## src/rtl/clock_set_controller_pkg.sv

```systemverilog
// Shared mode encodings, BCD field limits and the BCD increment helper for the
// HH:MM:SS board clock.
package clock_set_controller_pkg;

    typedef enum logic [1:0] {
        MODE_RUN     = 2'd0,
        MODE_SET_HR  = 2'd1,
        MODE_SET_MIN = 2'd2
    } mode_e;

    // Field limits are stored as packed BCD (tens in [7:4], units in [3:0]).
    localparam logic [7:0] HR_MAX = 8'h23;
    localparam logic [7:0] MN_MAX = 8'h59;
    localparam logic [7:0] SC_MAX = 8'h59;

    function automatic logic [7:0] bcd_inc(input logic [7:0] value, input logic [7:0] limit);
        if (value == limit) return 8'h00;
        if (value[3:0] == 4'd9) return {value[7:4] + 4'd1, 4'd0};
        return {value[7:4], value[3:0] + 4'd1};
    endfunction

endpackage

```

## src/rtl/clock_set_controller_debounce.sv

```systemverilog
// Push-button conditioner: two-flop synchronizer, stable-level filter and a
// one-cycle pulse on the accepted press (debounced 1->0) edge.
module button_debounce #(
    parameter int DEBOUNCE_CYCLES = 500_000
) (
    input  logic clk,
    input  logic rst_n,
    input  logic btn_n,
    output logic press
);

    localparam int CW = (DEBOUNCE_CYCLES > 1) ? $clog2(DEBOUNCE_CYCLES) : 1;
    localparam logic [CW-1:0] CNT_LAST = CW'(DEBOUNCE_CYCLES - 1);

    logic          sync_meta;
    logic          sync_btn;
    logic          level;
    logic [CW-1:0] cnt;

    // NOTE: every flop here uses <= so all of them sample the pre-edge values,
    // which is what makes the synchronizer a real two-stage pipeline.
    always_ff @(posedge clk or negedge rst_n) begin
        if (!rst_n) begin
            sync_meta <= 1'b1;
            sync_btn  <= 1'b1;
            level     <= 1'b1;
            cnt       <= '0;
            press     <= 1'b0;
        end else begin
            sync_meta <= btn_n;
            sync_btn  <= sync_meta;
            press     <= 1'b0;
            if (sync_btn == level) begin
                cnt <= '0;
            end else if (cnt == CNT_LAST) begin
                level <= sync_btn;
                cnt   <= '0;
                press <= !sync_btn;
            end else begin
                cnt <= cnt + CW'(1);
            end
        end
    end

endmodule

```

## src/rtl/clock_set_controller.sv

```systemverilog
// 24 h HH:MM:SS timekeeper with RUN / SET_HR / SET_MIN sequencer, 1 Hz
// prescaler and 2 Hz blink of the field being set.
module clock_set_controller
    import clock_set_controller_pkg::*;
#(
    parameter int CLK_HZ          = 50_000_000,
    parameter int DEBOUNCE_CYCLES = 500_000
) (
    input  logic       clk,
    input  logic       rst_n,
    input  logic       btn_mode_n,
    input  logic       btn_inc_n,
    output logic [3:0] hr_t,
    output logic [3:0] hr_u,
    output logic [3:0] mn_t,
    output logic [3:0] mn_u,
    output logic [3:0] sc_t,
    output logic [3:0] sc_u,
    output logic [5:0] digit_blank,
    output logic [1:0] mode
);

    localparam int BLINK_CYCLES = (CLK_HZ / 4 > 1) ? CLK_HZ / 4 : 1;
    localparam int PW = (CLK_HZ > 1) ? $clog2(CLK_HZ) : 1;
    localparam int BW = (BLINK_CYCLES > 1) ? $clog2(BLINK_CYCLES) : 1;
    localparam logic [PW-1:0] PRESC_LAST = PW'(CLK_HZ - 1);
    localparam logic [BW-1:0] BLINK_LAST = BW'(BLINK_CYCLES - 1);

    logic          mode_press;
    logic          inc_press;
    logic          inc_accept;
    logic          tick;
    logic [PW-1:0] presc;
    logic [BW-1:0] blink_cnt;
    logic          blink_phase;
    mode_e         state;
    logic [7:0]    hr, mn, sc;
    logic [7:0]    hr_adv, mn_adv, sc_adv;

    button_debounce #(.DEBOUNCE_CYCLES(DEBOUNCE_CYCLES)) u_mode_btn (
        .clk   (clk),
        .rst_n (rst_n),
        .btn_n (btn_mode_n),
        .press (mode_press)
    );

    button_debounce #(.DEBOUNCE_CYCLES(DEBOUNCE_CYCLES)) u_inc_btn (
        .clk   (clk),
        .rst_n (rst_n),
        .btn_n (btn_inc_n),
        .press (inc_press)
    );

    // Full seconds->minutes->hours ripple resolved in one cycle.
    assign tick       = (presc == PRESC_LAST);
    assign sc_adv     = bcd_inc(sc, SC_MAX);
    assign mn_adv     = (sc == SC_MAX) ? bcd_inc(mn, MN_MAX) : mn;
    assign hr_adv     = (sc == SC_MAX && mn == MN_MAX) ? bcd_inc(hr, HR_MAX) : hr;
    assign inc_accept = inc_press && !mode_press && (state != MODE_RUN);

    always_ff @(posedge clk or negedge rst_n) begin
        if (!rst_n) begin
            state       <= MODE_RUN;
            hr          <= 8'h00;
            mn          <= 8'h00;
            sc          <= 8'h00;
            presc       <= '0;
            blink_cnt   <= '0;
            blink_phase <= 1'b0;
        end else begin
            presc <= tick ? '0 : presc + PW'(1);

            if (mode_press || inc_accept) begin
                blink_cnt   <= '0;
                blink_phase <= 1'b0;
            end else if (blink_cnt == BLINK_LAST) begin
                blink_cnt   <= '0;
                blink_phase <= ~blink_phase;
            end else begin
                blink_cnt <= blink_cnt + BW'(1);
            end

            if (mode_press) begin
                case (state)
                    MODE_RUN: begin
                        state <= MODE_SET_HR;
                        if (tick) begin
                            hr <= hr_adv;
                            mn <= mn_adv;
                            sc <= sc_adv;
                        end
                    end
                    MODE_SET_HR: state <= MODE_SET_MIN;
                    MODE_SET_MIN: begin
                        // Restart the second so the first tick is a full period away.
                        state <= MODE_RUN;
                        sc    <= 8'h00;
                        presc <= '0;
                    end
                    default: state <= MODE_RUN;
                endcase
            end else begin
                case (state)
                    MODE_RUN: begin
                        if (tick) begin
                            hr <= hr_adv;
                            mn <= mn_adv;
                            sc <= sc_adv;
                        end
                    end
                    MODE_SET_HR:  if (inc_press) hr <= bcd_inc(hr, HR_MAX);
                    MODE_SET_MIN: if (inc_press) mn <= bcd_inc(mn, MN_MAX);
                    default:      state <= MODE_RUN;
                endcase
            end
        end
    end

    // NOTE: digit_blank gets its default first so no path leaves it unassigned
    // and no latch is inferred.
    always_comb begin
        digit_blank = 6'b000000;
        if (blink_phase) begin
            case (state)
                MODE_SET_HR:  digit_blank = 6'b110000;
                MODE_SET_MIN: digit_blank = 6'b001100;
                default:      digit_blank = 6'b000000;
            endcase
        end
    end

    assign mode = state;
    assign hr_t = hr[7:4];
    assign hr_u = hr[3:0];
    assign mn_t = mn[7:4];
    assign mn_u = mn[3:0];
    assign sc_t = sc[7:4];
    assign sc_u = sc[3:0];

endmodule

```

## config.mk

```make
export PLATFORM = sky130hd
export DESIGN_NAME = clock_set_controller
export DESIGN_NICKNAME = d
export VERILOG_FILES = /design/src/rtl/clock_set_controller_pkg.sv /design/src/rtl/clock_set_controller_debounce.sv /design/src/rtl/clock_set_controller.sv
export SDC_FILE = /design/constraint.sdc
export NUM_CORES = 1
export LEC_CHECK = 0
export ABC_AREA = 1
export CORE_MARGIN = 10
export CORE_UTILIZATION = 35
export CTS_BUF_LIST = sky130_fd_sc_hd__clkbuf_2
export DETAILED_ROUTE_END_ITERATION = 10
export SLEW_MARGIN = 0
export SYNTH_ARGS = -nofsm -noshare
export SYNTH_HDL_FRONTEND = slang
export SYNTH_SLANG_ARGS = --single-unit
```

## constraint.sdc

```tcl
create_clock -name clk -period 4.05 [get_ports clk]
set_clock_uncertainty 0.2 [all_clocks]
set_input_delay 0.6075 -clock clk [delete_from_list [all_inputs] [get_ports clk]]
set_output_delay 0.6075 -clock clk [all_outputs]
set_load 0.02 [all_outputs]
```

==> reports/metrics.csv <==
stage,metric,value,unit
finish,final_nets,1016,
detailed_routing,vias_per_cell,4.79,
critical_path,start_kind,flop,
timing,worstMarginPinSlew,0.707,ns
synth,synth_area_leaders,"dfrtp_1 40%, nand2_1 10%, nor2_1 8.1%",
placement,numPortBuffers,33,
timing,rsz0062_at_grt,no,
timing,min_period,3.20,ns
grt,antenna_found_initial,0,
synth,ys_seq_elements,123,
placement,gp_congestion,0.889,
timing,max_freq,312,MHz
floorplan,dieArea,26900,µm²
critical_path,cp-end-kind,output pin,
finish,synthToLayoutAreaGrowth,12.4,%
detailed_routing,drtAntennaViolNets,0,
cts,clock_latency,0.73,ns
power,p_leak,3.64,nW
placement,dp_worst_setup_slack,1.64,ns
grt,grt_max_degree,76,
synth,synth_top_area_cell,dfrtp_1,
grt,grt-ovfl-total,0,
detailed_routing,vias,6111,
timing,slew_viol_final,0,
cts,numCtsBuffers,17,
timing,hold_viol_final,0,
synth,synth_cell_types,47,
grt,grt_pass1_vias,5995,
placement,post_dp_cell_area,7860,µm²
synth,seq_area_frac_synth,42.6,%
floorplan,ioPinCount,36,
synth,syn_area,7250,µm²
finish,drive_gt1_share,9.33,%
synth,synthArstFlopShare,100,%
cts,htreeDepth,4,
synth,synth_edf_count,0,
critical_path,slowest_delay,0.64,ns
critical_path,arrival,2.40,ns
detailed_routing,drtIter0Drc,429,
timing,tns,0,ns
timing,finalSetupViolCount,0,
synth,syn_avg_cell_area,7.65,µm²
grt,grt_pass1_wl,28300,µm
cts,cts.sinks,123,
synth,netlist_instances,947,
power,power,2.11,mW
synth,ys_warn_count,0,
run,maxCapViolCount,0,
detailed_routing,wl,16100,µm
critical_path,cp_max_fo,6,
cts,cts_root_buf,clkbuf_2,
floorplan,die-width,164,µm
grt,grt_usage,12.6,%
floorplan,num_rows,52,
status,outcome,finished clean,
power,vdd_drop_max,0.000146,V
finish,design_area,8140,µm²
critical_path,cp_common_cell,inv_2,
timing,finalWorstSetupSlack,0.847,ns
detailed_routing,wl_per_cell,12.6,µm
critical_path,crit_chain,inv_2 > nor2_4 > inv_2 > nor2_1 > clkdlybuf4s50_1,
critical_path,cp_slowest_cell,clkdlybuf4s50_1,
power,p_per_area,260,nW/µm²
placement,dp_hpwl,12100,µm
detailed_routing,drc,0,
cts,cts_tree,yes,
floorplan,fp.dieH,164,µm
critical_path,critPathBufInv,3,
finish,insertedDiodeCount,0,
cts,cts_resized,0,
floorplan,core-area,20300,µm²
cts,ctsLongestPathBuffers,2,
timing,slew_headroom,52.9,%
critical_path,critPathKind,flop to output pin,
synth,synth_top_area_share,40.4,%
finish,n_fill_cell,2118,
detailed_routing,dr.pass1.iters,5,
synth,synthMostInstantiatedCell,nand2_1,
critical_path,reg2reg_slack,1.98,ns
synth,synth_commonest_cells,"193 x nand2_1, 157 x nor2_1, 117 x dfrtp_1, 116 x inv_1, 64 x nand3_1",
critical_path,critical_path.top_delay_family,buffers and inverters,
cts,post-cts-setup-buffers,0,
floorplan,start_util,35.7,%
min_path,hold_path_class,flop to flop,
critical_path,cp_data_required_time,3.24,ns
timing,finalCritPeriodShare,79.1,%
synth,ys.flop_type,dfrtp_1,
cts,clkTransAtPathRegs,0.21,ns
==> cells by family after synthesis <==
logic type,Yosys count,synth area share [%]
and+or+nand+nor,558,36.0
AOI/OAI and AO/OA,61,4.75
DFF,123,42.6
adders and majority gates,18,3.11
muxes,1,0.138
xor gates and xnor gates,49,5.92
buffers and inverters,136,7.49
other,1,0.0517
==> path summary, 6_finish.rpt <==
path	start	to	cells past startpoint
hold reg to reg	u_mode_btn.sync_meta	u_mode_btn.sync_btn	0
min in group asynchronous	rst_n	blink_cnt[21]	2
setup reg to reg	presc[0]	presc[16]	10
hold / removal	u_mode_btn.sync_meta	u_mode_btn.sync_btn	0
setup / recovery	mode[1]	digit_blank[2]	5
max in group asynchronous	rst_n	u_inc_btn.sync_btn	3
==> power breakdown <==
| group | internal [mW] | leakage, nW | switching (mW) |
|---|---|---|---|
| Combinational | 0.0115 | 1.83 | 0.0384 |
| Clock | 0.295 | 0.142 | 0.525 |
| Sequential | 1.24 | 1.66 | 0.00566 |
| Total | 1.54 | 3.64 | 0.569 |
==> area by class of cell <==
type / count / area, µm² / share of cell area [%]
clock buffer: 17 / 85.1 / 1.04
clock inverter: 15 / 164 / 2.01
inverter: 125 / 472 / 5.79
multi-input combinational: 689 / 3620 / 44.5
sequential: 123 / 3090 / 37.9
tap: 270 / 338 / 4.15
timing repair buffer: 38 / 377 / 4.63
==> sequential cells by signal (all words and copies together) (netlist names) <==
name                  flops
presc                    26
u_mode_btn.sync_meta      1
u_inc_btn.level           1
blink_cnt                24
mn                        8
u_inc_btn.press           1
u_mode_btn.press          1
mode                      2
blink_phase               1
u_mode_btn.level          1
u_inc_btn.sync_btn        1
hr                        8
u_inc_btn.cnt            19
sc                        8
u_mode_btn.sync_btn       1
u_mode_btn.cnt           19
u_inc_btn.sync_meta       1
==> layer usage <==
metal	up-vias	global-route usage (%)	wire length, µm
met4	0	3.25	95
met1	2872	16.8	8010
met5	-	0	0
li1	3145	-	-
met3	11	3.00	559
met2	83	20.2	7460
==> layout by cell type, fill, tap and decap left out, types with 2 or more instances in the layout <==
cell type,synthesis,routed
a21oi_1,21,21
a21oi_2,4,4
a31oi_1,2,2
buf_4,4,2
bufinv_16,0,2
clkbuf_2,0,17
clkdlybuf4s50_1,0,32
clkinv_1,2,3
clkinv_4,0,2
clkinvlp_4,0,3
conb_1,1,2
dfrtp_1,117,117
dfstp_2,6,6
dlygate4sd3_1,0,3
ha_1,18,18
inv_1,116,116
inv_2,6,6
inv_6,0,5
nand2_1,193,193
nand2_2,5,5
nand2_4,4,4
nand3_1,64,64
nand3_2,5,5
nand3b_1,3,3
nand4_1,37,37
nor2_1,157,157
nor2_2,7,7
nor2_4,7,7
nor3_1,47,47
nor3_2,5,5
nor3b_1,8,8
nor4_1,4,4
o21a_1,2,2
o21ai_0,18,18
o21ai_1,8,8
or2_2,6,6
xnor2_1,13,13
xor2_1,36,36
==> stage by stage <==
stage	utilization [%]	cells	hold slack (ns)
floorplan	-	948	0.112
global placement	38.7	1242	0.147
detailed placement	38.7	1242	0.147
CTS	40.1	1277	0.173
global route	40.1	1277	0.177
finish	40.1	1277	0.171
==> what timing repair did <==
item	CTS	global route
hold buffers	3	0
setup endpoints to repair	0	0
endpoints found under the hold margin	75	0
Power figures use the tool's default switching activity.
